File: src/rtl/hex_display_port_pkg.sv
// Shared constants for the hex display port: register offsets, CTRL bit
// positions and blink counter sizing.
package hex_display_port_pkg;

  localparam logic [7:0] OFF_LO    = 8'd0;
  localparam logic [7:0] OFF_HI    = 8'd1;
  localparam logic [7:0] OFF_CTRL  = 8'd2;
  localparam logic [7:0] REG_COUNT = 8'd3;

  localparam int CTRL_EN    = 0;
  localparam int CTRL_BLINK = 1;

  localparam int BLINK_CNT_W = 26;

  typedef enum logic {
    BLK_OFF = 1'b0,
    BLK_ON  = 1'b1
  } blink_state_e;

  typedef struct packed {
    logic blink;
    logic en;
  } ctrl_t;

  function automatic ctrl_t ctrl_from_byte(input logic [7:0] b);
    ctrl_t c;
    c.en    = b[CTRL_EN];
    c.blink = b[CTRL_BLINK];
    return c;
  endfunction

endpackage

File: src/rtl/hex_display_port_if.sv
// Processor-side byte bus seen by the hex display port.
interface hex_display_port_if;
  logic [7:0] bus_addr;
  logic [7:0] bus_wdata;
  logic       bus_write;
  logic       bus_read;
  logic [7:0] bus_rdata;
  logic       bus_rvalid;

  modport master (
    output bus_addr, bus_wdata, bus_write, bus_read,
    input  bus_rdata, bus_rvalid
  );

  modport slave (
    input  bus_addr, bus_wdata, bus_write, bus_read,
    output bus_rdata, bus_rvalid
  );
endinterface

File: src/rtl/hex_display_port_blink_timer.sv
// Blink half-period timer: ON/OFF state plus a cycle counter, both forced
// back to the start of an ON half-period whenever run drops.
module hex_display_port_blink_timer
  import hex_display_port_pkg::*;
(
  input  logic                   clock,
  input  logic                   reset,
  input  logic                   run,
  input  logic [BLINK_CNT_W-1:0] period,
  output logic                   phase
);

  blink_state_e           state, state_d;
  logic [BLINK_CNT_W-1:0] cnt, cnt_d;
  logic                   run_q;

  always_ff @(posedge clock) begin
    if (reset) begin
      state <= BLK_ON;
      cnt   <= '0;
      run_q <= 1'b0;
    end else begin
      state <= state_d;
      cnt   <= cnt_d;
      run_q <= run;
    end
  end

  // run is the post-write control value, so a stop clears in the same edge;
  // counting only begins once run was already high, giving a full first ON.
  always_comb begin
    state_d = state;
    cnt_d   = cnt;
    if (!run) begin
      state_d = BLK_ON;
      cnt_d   = '0;
    end else if (run_q) begin
      if (cnt == period - BLINK_CNT_W'(1)) begin
        cnt_d   = '0;
        state_d = (state == BLK_ON) ? BLK_OFF : BLK_ON;
      end else begin
        cnt_d = cnt + BLINK_CNT_W'(1);
      end
    end
  end

  assign phase = (state == BLK_ON);

endmodule

File: src/rtl/hex_display_port.sv
// Memory-mapped seven-segment display port: LO/HI byte assembly with atomic
// commit, enable/blink control, optional read-back (HEX_DISPLAY_PORT_READBACK_EN).
module hex_display_port
  import hex_display_port_pkg::*;
#(
  parameter logic [7:0] BASE_ADDR    = 8'hF0,
  parameter int         BLINK_PERIOD = 25000000
) (
  input  logic                clock,
  input  logic                reset,
  hex_display_port_if.slave   bus,
  output logic [15:0]         display_value,
  output logic                display_enable
);

  localparam logic [BLINK_CNT_W-1:0] PERIOD = BLINK_CNT_W'(BLINK_PERIOD);

  logic [7:0] off;
  logic       in_range;
  logic       wr_hit;
  logic [7:0] shadow_lo;
  ctrl_t      ctrl_q, ctrl_d;
  logic       run;
  logic       phase;

  assign off      = bus.bus_addr - BASE_ADDR;
  assign in_range = (off < REG_COUNT);
  assign wr_hit   = bus.bus_write & in_range;

  always_comb begin
    ctrl_d = ctrl_q;
    if (wr_hit && off == OFF_CTRL) ctrl_d = ctrl_from_byte(bus.bus_wdata);
  end

  always_ff @(posedge clock) begin
    if (reset) begin
      shadow_lo     <= 8'h00;
      display_value <= 16'h0000;
      ctrl_q        <= '0;
    end else begin
      ctrl_q <= ctrl_d;
      if (wr_hit && off == OFF_LO) shadow_lo <= bus.bus_wdata;
      if (wr_hit && off == OFF_HI) display_value <= {bus.bus_wdata, shadow_lo};
    end
  end

  assign run = ctrl_d.en & ctrl_d.blink;

  hex_display_port_blink_timer u_blink (
    .clock  (clock),
    .reset  (reset),
    .run    (run),
    .period (PERIOD),
    .phase  (phase)
  );

  assign display_enable = ctrl_q.en & (~ctrl_q.blink | phase);

`ifdef HEX_DISPLAY_PORT_READBACK_EN
  logic       rd_hit;
  logic [7:0] rd_mux;
  logic [7:0] rdata_q;
  logic       rvalid_q;

  assign rd_hit = bus.bus_read & in_range;

  // Mux reads register state before this edge's write, so a same-offset
  // read+write returns the old value.
  always_comb begin
    rd_mux = 8'h00;
    case (off)
      OFF_LO:   rd_mux = shadow_lo;
      OFF_HI:   rd_mux = display_value[15:8];
      OFF_CTRL: rd_mux = {6'b0, ctrl_q.blink, ctrl_q.en};
      default:  rd_mux = 8'h00;
    endcase
  end

  always_ff @(posedge clock) begin
    if (reset) begin
      rdata_q  <= 8'h00;
      rvalid_q <= 1'b0;
    end else begin
      rvalid_q <= rd_hit;
      if (rd_hit) rdata_q <= rd_mux;
    end
  end

  assign bus.bus_rdata  = rdata_q;
  assign bus.bus_rvalid = rvalid_q;
`else
  logic unused_read;
  assign unused_read    = bus.bus_read;
  assign bus.bus_rdata  = 8'h00;
  assign bus.bus_rvalid = 1'b0;
`endif

endmodule
File: src/flat_wrapper.sv
// flat-port wrapper written by rule: the top's interface ports become plain ports
module hex_display_port_flat import hex_display_port_pkg::*;
#(
  parameter logic [7:0] BASE_ADDR    = 8'hF0,
  parameter int         BLINK_PERIOD = 25000000
)
  (clock, reset, display_value, display_enable, bus_bus_addr, bus_bus_wdata, bus_bus_write, bus_bus_read, bus_bus_rdata, bus_bus_rvalid);
  hex_display_port_if bus_i ();
  input  logic clock;
  input  logic reset;
  output logic [15:0] display_value;
  output logic display_enable;
  input wire logic [$bits(bus_i.bus_addr)-1:0] bus_bus_addr;
  input wire logic [$bits(bus_i.bus_wdata)-1:0] bus_bus_wdata;
  input wire logic [$bits(bus_i.bus_write)-1:0] bus_bus_write;
  input wire logic [$bits(bus_i.bus_read)-1:0] bus_bus_read;
  output wire logic [$bits(bus_i.bus_rdata)-1:0] bus_bus_rdata;
  output wire logic [$bits(bus_i.bus_rvalid)-1:0] bus_bus_rvalid;
  assign bus_i.bus_addr = bus_bus_addr;
  assign bus_i.bus_wdata = bus_bus_wdata;
  assign bus_i.bus_write = bus_bus_write;
  assign bus_i.bus_read = bus_bus_read;
  assign bus_bus_rdata = bus_i.bus_rdata;
  assign bus_bus_rvalid = bus_i.bus_rvalid;
  hex_display_port #(.BASE_ADDR(BASE_ADDR), .BLINK_PERIOD(BLINK_PERIOD)) u_core (.clock(clock), .reset(reset), .bus(bus_i), .display_value(display_value), .display_enable(display_enable));
endmodule
File: config.mk
export PLATFORM = sky130hd
export DESIGN_NAME = hex_display_port_flat
export DESIGN_NICKNAME = d
export VERILOG_FILES = /design/src/rtl/hex_display_port_pkg.sv /design/src/rtl/hex_display_port_if.sv /design/src/rtl/hex_display_port_blink_timer.sv /design/src/rtl/hex_display_port.sv /design/src/flat_wrapper.sv
export SDC_FILE = /design/constraint.sdc
export NUM_CORES = 1
export LEC_CHECK = 0
export CAP_MARGIN = 40
export CORE_MARGIN = 3
export CORE_UTILIZATION = 43
export DETAILED_ROUTE_END_ITERATION = 8
export PLACE_DENSITY = 0.65
export SETUP_SLACK_MARGIN = 0.5
export SYNTH_ARGS = -nofsm -noshare
export SYNTH_HDL_FRONTEND = slang
export SYNTH_HIERARCHICAL = 1
export SYNTH_SLANG_ARGS = --single-unit
export TNS_END_PERCENT = 30
File: constraint.sdc
create_clock -name clock -period 3 [get_ports clock]
set_clock_uncertainty 0.1 [all_clocks]
set_input_delay 0.6 -clock clock [delete_from_list [all_inputs] [get_ports clock]]
set_output_delay 0.6 -clock clock [all_outputs]
set_load 0.02 [all_outputs]
Word level (Yosys, flattened, before mapping)
Index checks and enable logic that the tools add are counted.

operators by class
  $add $sub $neg = 2
  magnitude comparators = 1
  equality and inequality tests = 3
  multiplexer cells = 3
  bitwise logic cells = 6
  reduce and logical (&&, ||, !) cells = 6

operators with widths
  cell                                                                          count
  26-bit by 1-bit adder with 26-bit output, second input constant               1
  26-bit by 25-bit equality test with 1-bit output, second input constant       1
  26-bit two-way mux                                                            1
  8-bit by 1-bit equality test with 1-bit output, second input constant         1
  8-bit by 2-bit equality test with 1-bit output, second input constant         1
  8-bit zero test                                                               1
  8-bit by 2-bit less-than comparator with 1-bit output, second input constant  1
  8-bit subtractor, second input constant                                       1
  1-bit AND                                                                     3
  1-bit logical AND                                                             3
  2-bit two-way mux                                                             1
  1-bit inverter                                                                2
  2-bit AND reduction                                                           1
  2-bit OR reduction                                                            1
  1-bit two-way mux                                                             1
  1-bit bitwise OR                                                              1

word-level totals
  register bits after elaboration = 54
  logic and storage cells = 28

Depth between registers and ports, before layout
Gate-level depths: netlist of the first run.

  word-level depth = 8
  mapped depth = 11
  depth with buffers taken out = 10

Modules after synthesis
The synthesis of the first run kept the hierarchy.

modules (own cells, without submodules)
  module                        times used  cells each  area an instance (um2)
  hex_display_port_blink_timer  1           258         2154.6
  hex_display_port              1           115         1217.4

Worst setup path before layout of the first run
No wires, ideal clock.

  path kind = register to register
  from = reg u_core.u_blink.cnt[3]
  to = reg u_core.u_blink.cnt[14]
  arrival time = 1.988 ns
  required time = 2.785 ns
  setup slack = 0.798 ns
  cell stages (with the launch flop) = 10
  buffers on the path = 1
  period minus slack after synthesis = 2.202 ns
  cell sequence = dfxtp_1 xnor2_1 xnor2_1 a2111oi_0 nand3_1 nor4_1 nand3_1 o31ai_4 buf_6 nor2_1

between the ends
  word-level cells in the longest chain between the ends = 2
  elaborated cells on any way between the ends = 3

ends and longest elaborated chain
  element                                                                                                              line                                                                    RTL
  start, declared                                                                                                      hex_display_port_blink_timer.sv:14                                      logic [BLINK_CNT_W-1:0] cnt, cnt_d;
  start signal, assigned                                                                                               hex_display_port_blink_timer.sv:24                                      cnt <= cnt_d;
  26-bit by 1-bit adder with 26-bit output / 26-bit by 25-bit equality test with 1-bit output (equally long branches)  hex_display_port_blink_timer.sv:42, hex_display_port_blink_timer.sv:38
  26-bit two-way mux *                                                                                                 hex_display_port_blink_timer.sv:38                                      if (cnt == period - BLINK_CNT_W'(1)) begin

Mark *: on every way between the ends. The rest lies on a longest branch, timed or not.
A chain may end at the register's enable or synchronous reset.

Final worst setup path of the first run
  from = in bus_bus_addr[2]
  to = reg u_core.u_blink.cnt[5]

between the ends
  word-level cells in the longest chain between the ends = 8
  elaborated cells on any way between the ends = 9

ends and longest elaborated chain
  element                                                line                    RTL
  start, declared                                        flat_wrapper.sv:13      input wire logic [$bits(bus_i.bus_addr)-1:0] bus_bus_addr;
  8-bit subtractor *                                     hex_display_port.sv:26  assign off = bus.bus_addr - BASE_ADDR;
  8-bit by 2-bit less-than comparator with 1-bit output  hex_display_port.sv:27  assign in_range = (off < REG_COUNT);
  1-bit AND                                              hex_display_port.sv:28  assign wr_hit = bus.bus_write & in_range;
  1-bit logical AND *                                    hex_display_port.sv:32  if (wr_hit && off == OFF_CTRL) ctrl_d = ctrl_from_byte(bus.bus_wdata);
  2-bit two-way mux *                                    hex_display_port.sv:32
  1-bit AND *                                            hex_display_port.sv:47  assign run = ctrl_d.en & ctrl_d.blink;
  net u_core.run                                         hex_display_port.sv:23  logic run;
  1-bit inverter (no source line) *                      -
  2-bit OR reduction (no source line) *                  -

The timed path passes the listed nets; every way through them passes the cells marked *.

==> results of run 1 <==
==> per-layer routing <==
layer	vias to the layer above	GRT usage	share of wire
met5	-	0	0
met4	0	0.0349	0.0093
met3	9	0.0303	0.027
met2	38	0.255	0.48
met1	1177	0.208	0.48
li1	1419	-	-
==> power breakdown <==
part	switching [W]	internal [W]	total, W
Combinational	0.0000789	0.0000689	0.000148
Clock	0.000244	0.000191	0.000435
Sequential	0.000000126	0.000716	0.000716
Total	0.000323	0.000975	0.00130
==> cell families after synthesis <==
logic type	count (synthesis)	synth area share
flops	54	0.321
other cells	2	0.00223
xor+xnor	61	0.158
fa+ha+maj	2	0.00742
compound gates	23	0.0479
simple gates	163	0.298
buf+inv	34	0.0642
mux	34	0.101
==> sequential cells by signal, indices dropped and copies added (netlist names) <==
name                  cells
u_core/u_blink/phase      1
u_core/u_blink/cnt       26
u_core/u_blink/run_q      1
u_core/display_value     16
u_core/shadow_lo          8
u_core/ctrl_q             2
==> worst register-to-register path: cells and delay by family (launching register included) <==
family,cells,cell delay [ns]
AO/OA/AOI/OAI,2,0.77
XOR/XNOR,2,0.21
buffers and inverters,1,0.24
flip-flops,1,0.36
AND/OR/NAND/NOR,4,0.58
==> cells in the final DEF, fill, tap and decap left out, drive strengths merged, types with 15 or more instances in the layout <==
| master | count |
|---|---|
| xnor2 | 37 |
| mux2i | 33 |
| xor2 | 24 |
| nand2 | 15 |
| nor2 | 37 |
| dfxtp | 54 |
| clkdlybuf4s50 | 35 |
| nand2b | 35 |
| nand3 | 17 |
| conb | 98 |
==> final cells by class <==
type	instances	area (µm²)	share of cell area
Multi-Input combinational cell	381	2460	0.577
Sequential cell	54	1090	0.254
Timing Repair Buffer	44	452	0.106
Tap cell	99	124	0.0290
Clock buffer	6	82.6	0.0193
Inverter	12	45.0	0.0106
Clock inverter	2	17.5	0.00410
==> how the worst max path moves through the flow <==
stage                                startpoint                      to  slack [ns]  cells after the start
after floorplan           u_core/u_blink/cnt[3]  u_core/u_blink/cnt[14]        0.80                      9
after global routing      u_core/u_blink/cnt[6]   u_core/u_blink/cnt[5]        0.50                      8
after global placement          bus_bus_addr[2]   u_core/u_blink/cnt[3]        0.32                      8
after detailed placement        bus_bus_addr[2]   u_core/u_blink/cnt[3]        0.29                      8
after CTS                 u_core/u_blink/cnt[3]   u_core/u_blink/cnt[3]        0.53                      9
final                           bus_bus_addr[2]   u_core/u_blink/cnt[5]        0.58                      8
==> per-stage QoR <==
stage,worst slack (ns),power (W),utilization
floorplan,0.798,0.000847,-
global placement,0.317,0.000871,0.549
detailed placement,0.289,0.000872,0.549
CTS,0.532,0.00131,0.563
global route,0.501,0.00137,0.573
finish,0.585,0.00130,0.573
==> timing repair <==
item,4_1_cts,5_1_grt
cloned,0,2
setup buffers,0,2
setup endpoints to repair,25,25
pin swaps,0,5
gates resized for setup,2,6
==> impl_results.md, run 1 <==
- Synthesized cell area: between 0.003 and 0.004 mm²
- Area share of the largest cell type after synthesis: 0.321
- Top Ports: 46
- Area leader, netlist: dfxtp_1
- Initial Util: 0.453
- Die width: between 90 and 100 µm
- Dpl cells: 586
- MaxCap Viol Count: 0
- FP Rows: 31
- Crit path kind: input pin to flop
- DRC viols: 0
- Min-delay src: u_core/display_value[12]
- Yosys warns: 6
- Worst slew pin tran: 0.501 ns
- Placed Area: about 0.004 mm²
- Setup crit end kind: flop
- FFs w/ async S/R, synth: 0
- Unrepaired setup endpoints after global routing: no
- Cts hold-fix bufs: 0
- Final period utilization: 0.805
- Final #Nets: between 500 and 600
- Non-Filler Instances: 598
- Diode count: 0
- Die footprint: between 0.008 and 0.009 mm²
- Largest net degree at the start of global routing: 34
- Post-synth EDFFs: 0
- Slowest CP cell: or3b_1
- Worst Path Buf+Inv: 2
- CP startpoint kind: input pin
- Num CTS Buffers: 5
- Worst r2r dst: u_core/u_blink/cnt[5]
- CTS clk-pin slew, worst paths: 0.10 ns
- Layout area overhead: 26.6%
- Final Critical Period: 2.42 ns
- Critical Path RT: roughly 3.1 ns
- Iteration-0 DRC Markers: 83
- PwrDens: 304 mW/mm²
- FF-to-FF path depth: 9
- Grt ovf: 0
- Post-DP HPWL: roughly 5000 µm
- Critical-path cell list: clkdlybuf4s50_1 -> nand4bb_4 -> or3b_1 -> mux2i_1 -> and2b_2 -> o31ai_4 -> clkbuf_16 -> nor2_1
- Buffers on Ports: 35
- Initial antenna violation count: 0
- Worst-path fanout max: 6
- Clk_lat worst skew: about 0.30 ns
- Clock buffer depth: 2
- Worst r2r src: u_core/u_blink/cnt[3]
- Flop2flop setup slack: approximately 0.64 ns
- CORE AREA: 0.00745 mm²
- Slew Limit Headroom: 0.665
- CTS tree: built
- HP Class: flop to flop
- Die Span Y: roughly 95 µm
- Post-Synthesis Cells: approximately 370
- Post-synth top cells: dfxtp_1, xnor2_1, nand2b_1, nor2_1, mux2i_1
- Num Clock Sinks: 54
- Iteration count of the initial detailed-routing pass: 4
- Synthesized flop and latch total: 54
- Setup violators final: 0
- WL/cell: roughly 11 µm
- Status: finished clean
- Share of the yosys chip area belonging to registers: 0.321
- Worst path top cell family by delay: simple AND/OR/NAND/NOR gates
- Vias: between 2000 and 3000
- Critical Path Max Stage Delay: 0.47 ns
- Hold Path Cell Cnt: 2
- Yosys cell types: 56
- Post-route ant nets: 0
- Post-route cell area: 0.00427 mm²
- Max Clk Rate: about 410 MHz
- Worst vdd ir: ~0.24 mV
- Setup TNS: 0 ns
- Fin Hold WS: roughly 0.38 ns
- Share of layout cells above drive strength 1: 0.0882
- H-tree levels: 2
- Routed Wire Length: approximately 6700 µm
- Synthesized area per cell: around 9.0 µm²
- CP Data Arrival Time: 2.52 ns
- Slew Limit Fails: 0
- # fillers: approximately 700
- Hold endpoint: u_core/display_value[12]
- Root Buffer Master: clkbuf_8
- First-pass GRT wire length: 11200 µm
- Final Hold Vio Count: 0
- Vias per cell: between 4 and 5
- Post-synth top flop: dfxtp_1
- P_leak: between 1.5 and 2 nW
- Area contributors post-synth: dfxtp_1, mux2i_1, xnor2_1
- Most common cell in the synthesized netlist: dfxtp_1
- Final Wtd Congestion: about 0.77
- Number of global-route vias before repair: 2486
- Gr usage total: 0.154
No activity file was read; power rests on OpenSTA's default activity.
==> inputs of run 2 (changes only) <==
==> constraint.sdc (replaced) <==
create_clock -name clock -period 2.5 [get_ports clock]
set_clock_uncertainty 0.1 [all_clocks]
set_input_delay 0.5 -clock clock [delete_from_list [all_inputs] [get_ports clock]]
set_output_delay 0.5 -clock clock [all_outputs]
set_load 0.02 [all_outputs]
==> impl_results.md, run 2 (synthesis results as in run 1) <==
- Status: finished clean
- Final Wtd Congestion: 0.744 (-3.9%)
- # fillers: 689 (-1.9%)
- DRC viols: 0 (unchanged)
- Pre-CTS setup slack: -0.0711 ns (-0.360 ns)
- Slew Limit Fails: 0 (unchanged)
- Logic pwr share: 0.111 (-0.003)
- Number of flip-flops in the largest register: 26 (unchanged)
- MaxCap Viol Count: 0 (unchanged)
- Buffers on Ports: 35 (unchanged)
- CTS clk-pin slew, worst paths: 0.10 ns (about the same)
- CP Data Arrival Time: 2.22 ns (-0.30 ns)
- Root Buffer Master: clkbuf_8
- Number of global-route vias before repair: 2535 (+2.0%)
- Routed Wire Length: 6780 µm (+1.5%)
- Post-DP HPWL: 5010 µm (+0.16%)
- P_leak: 1.75 nW (+9.2%)
- HP Class: flop to flop
- Iteration-0 DRC Markers: 88 (+6.0%)
- WL/cell: 11.1 µm (-0.62%)
- First-pass GRT wire length: 11700 µm (+5.0%)
- Initial Util: 0.453 (unchanged)
- Initial antenna violation count: 0 (unchanged)
- Internal: 0.00125 W (+28%)
- Clk_lat worst skew: 0.31 ns (about the same)
- Die Span Y: 94.6 µm (unchanged)
- Dpl cells: 592 (+1.0%)
- Share of layout cells above drive strength 1: 0.145 (+0.0564)
- Top Ports: 46 (unchanged)
- Critical Path Max Stage Delay: 0.37 ns (-0.10 ns)
- Vias per cell: 4.37 (-1.2%)
- Setup TNS: 0 ns (unchanged)
- Slowest CP cell: dfxtp_4
- Die width: 94.6 µm (unchanged)
- Part of the power in registers: 0.520 (-0.031)
- H-tree levels: 2 (unchanged)
- Final #Nets: 533 (+2.5%)
- Die footprint: 0.00894 mm² (unchanged)
- Num CTS Buffers: 5 (unchanged)
- Met1 Usage GRT: 0.225 (+0.0163)
- Critical Path RT: 2.61 ns (-0.49 ns)
- Most frequent cells in the layout: conb_1, dfxtp_1, nand2b_1
- Busiest layer in global routing: met2
- Cts hold-fix bufs: 0 (unchanged)
- Layout area overhead: 32.9%
- FP Rows: 31 (unchanged)
- Net Sw Power: 0.000403 W (+24%)
- Vias: 2669 (+0.98%)
- Critical-path cell list: xnor2_2 -> xnor2_1 -> a2111oi_2 -> nand3_1 -> nor4_4 -> nand3_2 -> o31ai_4 -> buf_6 -> buf_12 -> nor2_1
- Largest net degree at the start of global routing: 35 (+2.9%)
- Worst path top cell family by delay: simple AND/OR/NAND/NOR gates
- Switching share of total power: 0.244 (-0.00473)
- Top Registers: u_core/u_blink/cnt x26, u_core/display_value x16, u_core/shadow_lo x8
- Final Critical Period: roughly 2.1 ns
- Diode count: 0 (unchanged)
- Met2 Use GR: 0.258 (+0.00355)
- Non-Filler Instances: 611 (+2.2%)
- Num Clock Sinks: 54 (unchanged)
- Worst-path fanout max: 7 (+1)
- Met3 Track Usage GR: 0.0351 (+0.00478)
- Gr usage total: 0.163 (+0.00847)
- CP startpoint kind: flop
- Setup crit end kind: flop
- Final period utilization: 0.843
- PwrDens: 368 mW/mm² (+21%)
- CTS tree: built
- Crit path kind: flop to flop
- Most common cell after layout, fill and taps aside: conb_1
- Final Hold Vio Count: 0 (unchanged)
- Clock buffer depth: 2 (unchanged)
- Reg with most FFs: u_core/u_blink/cnt
- Post-route setup slack: 0.393 ns (-0.192 ns)
- Grt ovf: 0 (unchanged)
- Post-Route Utilization: 0.602 (+0.0287)
- Max Clk Rate: 475 MHz
- Setup violators final: 0 (unchanged)
- CORE AREA: 0.00745 mm² (unchanged)
- Worst Path Buf+Inv: 2 (unchanged)
- Iteration count of the initial detailed-routing pass: 4 (unchanged)
- Unrepaired setup endpoints after global routing: yes
- Worst vdd ir: 0.264 mV (+9.6%)
- Clk pwr share: 0.369 (+0.034)
- Post-route ant nets: 0 (unchanged)
run 2: through the flow:
step                      cell area (µm²)  power [W]  hold WS, ns
after floorplan                      3750    0.00102        0.358
after global routing                 4480    0.00173        0.400
after detailed placement             4140    0.00105        0.361
final                                4480    0.00165        0.378
after CTS                            4370    0.00166        0.385
after global placement               4140    0.00105        0.358
run 2: cell type report:
type | count | area (µm²) | share of cell area
inverters | 12 | 45.0 | 0.0101
well taps | 99 | 124 | 0.0276
multi-input cells | 381 | 2550 | 0.569
clock buffers | 5 | 68.8 | 0.0154
repair buffers | 57 | 551 | 0.123
clock inverters | 3 | 47.5 | 0.0106
flip-flops and latches | 54 | 1090 | 0.244
run 2: power by group through the flow:
stage | Clock, W | Sequential [W] | Combinational, W
after floorplan | 0 | 0.000879 | 0.000137
after global placement | 0 | 0.000879 | 0.000167
after detailed placement | 0 | 0.000879 | 0.000169
after CTS | 0.000630 | 0.000858 | 0.000171
after global routing | 0.000671 | 0.000857 | 0.000207
final | 0.000608 | 0.000857 | 0.000183
run 2: what timing repair did:
item,CTS,global route
pin swaps,9,5
setup endpoints to repair,28,28
resized for setup,25,21
buffers inserted,5,4
cloned,2,0
run 2: final timing paths:
| kind | start | endpoint | slack (ns) | cells past startpoint |
|---|---|---|---|---|
| setup / recovery | u_core/u_blink/cnt[3] | u_core/u_blink/cnt[12] | 0.39 | 10 |
| hold / removal | u_core/display_value[10] | u_core/display_value[10] | 0.38 | 2 |
| setup reg to reg | u_core/u_blink/cnt[3] | u_core/u_blink/cnt[12] | 0.39 | 10 |
| hold reg to reg | u_core/display_value[10] | u_core/display_value[10] | 0.38 | 2 |
run 2: worst reg2reg max path, stage by stage (launching register included):
cell and delay [ns]:
dfxtp_4 0.37, xnor2_2 0.06, xnor2_1 0.14, a2111oi_2 0.22
nand3_1 0.20, nor4_4 0.22, nand3_2 0.15, o31ai_4 0.22
buf_6 0.16, buf_12 0.13, nor2_1 0.05
run 2: layer usage:
| metal | routed length (µm) | part of all wire |
|---|---|---|
| met5 | 0 | 0 |
| met4 | 70 | 0.010 |
| met1 | 3290 | 0.49 |
| met3 | 208 | 0.031 |
| met2 | 3210 | 0.47 |
==> inputs of run 3 (changes only) <==
==> constraint.sdc (replaced) <==
create_clock -name clock -period 2.1 [get_ports clock]
set_clock_uncertainty 0.1 [all_clocks]
set_input_delay 0.42 -clock clock [delete_from_list [all_inputs] [get_ports clock]]
set_output_delay 0.42 -clock clock [all_outputs]
set_load 0.02 [all_outputs]
==> impl_results.md, run 3 (synthesis results as in run 1) <==
- WL/cell: 11.2 µm (+0.75%)
- Slew Limit Fails: 0 (unchanged)
- Final Critical Period: 2.14 ns (+0.0380 ns)
- Root Buffer Master: clkbuf_8
- Post-route setup slack: -0.0447 ns (-0.438 ns)
- Number of global-route vias before repair: 2727 (+7.6%)
- Most frequent cells in the layout: conb_1, dfxtp_1, nand2b_1, xnor2_1, mux2i_1
- H-tree levels: 2 (unchanged)
- Iteration-0 DRC Markers: 49 (-44%)
- Share of layout cells above drive strength 1: 0.164 (+0.0199)
- P_leak: 1.87 nW (+6.4%)
- Most common cell after layout, fill and taps aside: conb_1
- Hold endpoint: u_core/display_value[7]
- Clock buffer depth: 2 (unchanged)
- Power Total: 0.00192 W (+17%)
- Final Wtd Congestion: 0.770 (+3.5%)
- Worst path top cell family by delay: simple AND/OR/NAND/NOR gates
- Slowest CP cell: nor4_4
- CTS clk-pin slew, worst paths: 0.10 ns (about the same)
- Critical-path cell list: xnor2_2 -> xnor2_1 -> o211ai_1 -> nor4_4 -> nand3_2 -> o31ai_4 -> buf_6 -> buf_12 -> nor2_1
- CP startpoint kind: flop
- Non-Filler Instances: 622 (+1.8%)
- Post-DP HPWL: 5440 µm (+8.4%)
- Num CTS Buffers: 5 (unchanged)
- Routed Wire Length: 6960 µm (+2.6%)
- CTS tree: built
- Flop2flop setup slack: -0.04 ns (-0.44 ns)
- Num Clock Sinks: 54 (unchanged)
- Top Ports: 46 (unchanged)
- Worst vdd ir: 0.299 mV (+13%)
- Initial antenna violation count: 0 (unchanged)
- Worst-path fanout max: 12 (+5)
- # fillers: 696 (+1.0%)
- CORE AREA: 0.00745 mm² (unchanged)
- Final period utilization: 1.02 (+0.179)
- Crit path kind: flop to flop
- Setup violators final: 25 (+25)
- Iteration count of the initial detailed-routing pass: 5 (+1)
- DRC viols: 0 (unchanged)
- Dpl cells: 610 (+3.0%)
- Initial Util: 0.453 (unchanged)
- Cts hold-fix bufs: 0 (unchanged)
- MaxCap Viol Count: 0 (unchanged)
- FF-to-FF path depth: 9 (-1)
- Reg with most FFs: u_core/u_blink/cnt
- Vias: 2740 (+2.7%)
- Final #Nets: 544 (+2.1%)
- Max Clk Rate: 466 MHz (-1.8%)
- Layout area overhead: 34.2%
- HP Class: flop to flop
- Vias per cell: 4.41 (+0.84%)
- Grt ovf: 0 (unchanged)
- Worst Path Buf+Inv: 2 (unchanged)
- Area of the multi-input gates: 0.00252 mm² (-1.3%)
- First-pass GRT wire length: 12100 µm (+3.0%)
- Clk_lat worst skew: 0.31 ns (about the same)
- Post-route ant nets: 0 (unchanged)
- Unrepaired setup endpoints after global routing: yes
- Buffers on Ports: 35 (unchanged)
- Fin Hold WS: 0.376 ns (-0.00161 ns)
- Hold Path Cell Cnt: 2 (unchanged)
- Diode count: 0 (unchanged)
- Min-delay src: u_core/display_value[7]
- Critical Path Max Stage Delay: 0.36 ns (about the same)
- Die footprint: 0.00894 mm² (unchanged)
- Status: complete, but fails checks
- Final Hold Vio Count: 0 (unchanged)
- Worst r2r src: u_core/u_blink/cnt[17]
- FP Rows: 31 (unchanged)
- Largest net degree at the start of global routing: 35 (unchanged)
- Critical Path RT: 2.21 ns (-0.40 ns)
- Die width: 94.6 µm (unchanged)
- Setup TNS: -0.846 ns (-0.846 ns)
- Failing checks: negative setup slack
- PwrDens: 425 mW/mm² (+15%)
- CP Data Arrival Time: 2.25 ns (+0.03 ns)
- Top Registers: u_core/u_blink/cnt x26, u_core/display_value x16, u_core/shadow_lo x8
- Total area of sequential cells: 0.00109 mm² (-0.34%)
- Setup crit end kind: flop
- Post-Route Utilization: 0.608 (+0.00571)
- Die Span Y: 94.6 µm (unchanged)
- Number of flip-flops in the largest register: 26 (unchanged)
- Worst r2r dst: u_core/u_blink/cnt[25]
- Gr usage total: 0.168 (+0.00526)
## run 3: changes by cell type in the layout (fill, tap and decap cells not counted), sizes merged
cell | previous run | this run
clkinv | 1 | 0
clkdlybuf4s50 | 26 | 9
clkinvlp | 0 | 1
dlygate4sd2 | 4 | 23
dlymetal6s2s | 5 | 2
clkbuf | 5 | 6
buf | 22 | 34
bufinv | 1 | 0
## run 3: worst register-to-register path, cell delays in order, from the launching register on
cell and delay [ns]:
dfxtp_1 0.35, xnor2_2 0.20, xnor2_1 0.17, o211ai_1 0.16, nor4_4 0.36, nand3_2 0.15
o31ai_4 0.23, buf_6 0.15, buf_12 0.13, nor2_1 0.05
## run 3: layout make-up
cell class,instances,share of cell area
well taps,99,0.0274
inverters,12,0.00996
flip-flops and latches,54,0.241
clock inverters,2,0.00415
repair buffers,68,0.140
multi-input cells,381,0.557
clock buffers,6,0.0207
## run 3: report_power, final
part / total (W) / switching [W] / internal (W) / leakage, nW
combinational: 0.000216 / 0.000117 / 0.0000997 / 1.37
sequential: 0.00102 / 0.000000178 / 0.00102 / 0.437
clock: 0.000682 / 0.000366 / 0.000316 / 0.0545
## run 3: per-stage QoR
step	instance area, µm²	setup WS [ns]
6_report	4520	-0.0447
5_1_grt	4520	-0.229
4_1_cts	4500	-0.0947
3_5_place_dp	4310	-0.335
3_3_place_gp	4310	-0.317
2_1_floorplan	3750	0.101
## run 3: how the worst max path moves through the flow
stage | slack (ns) | start | cells after the start | end
final | -0.04 | u_core/u_blink/cnt[17] | 9 | u_core/u_blink/cnt[25]
after global routing | -0.23 | u_core/u_blink/cnt[3] | 10 | u_core/u_blink/cnt[16]
after CTS | -0.09 | u_core/u_blink/cnt[3] | 10 | u_core/u_blink/cnt[25]
after detailed placement | -0.34 | bus_bus_addr[7] | 8 | u_core/u_blink/cnt[0]
after global placement | -0.32 | bus_bus_addr[7] | 8 | u_core/u_blink/cnt[2]
after floorplan | 0.10 | bus_bus_addr[2] | 8 | u_core/u_blink/cnt[14]
## run 3: layer usage
| metal | GRT usage | vias to the layer above | share of wire |
|---|---|---|---|
| met2 | 0.287 | 35 | 0.49 |
| met1 | 0.214 | 1243 | 0.47 |
| met4 | 0.0457 | 0 | 0.0047 |
| met3 | 0.0367 | 2 | 0.031 |
| met5 | 0 | - | 0 |
| li1 | - | 1460 | - |
## run 3: what timing repair did
action | CTS | global route
endpoints found under the setup margin | 71 | 44
gates cloned | 1 | 0
resized for setup | 47 | 7
buffers inserted | 3 | 0
pin swaps | 12 | 4
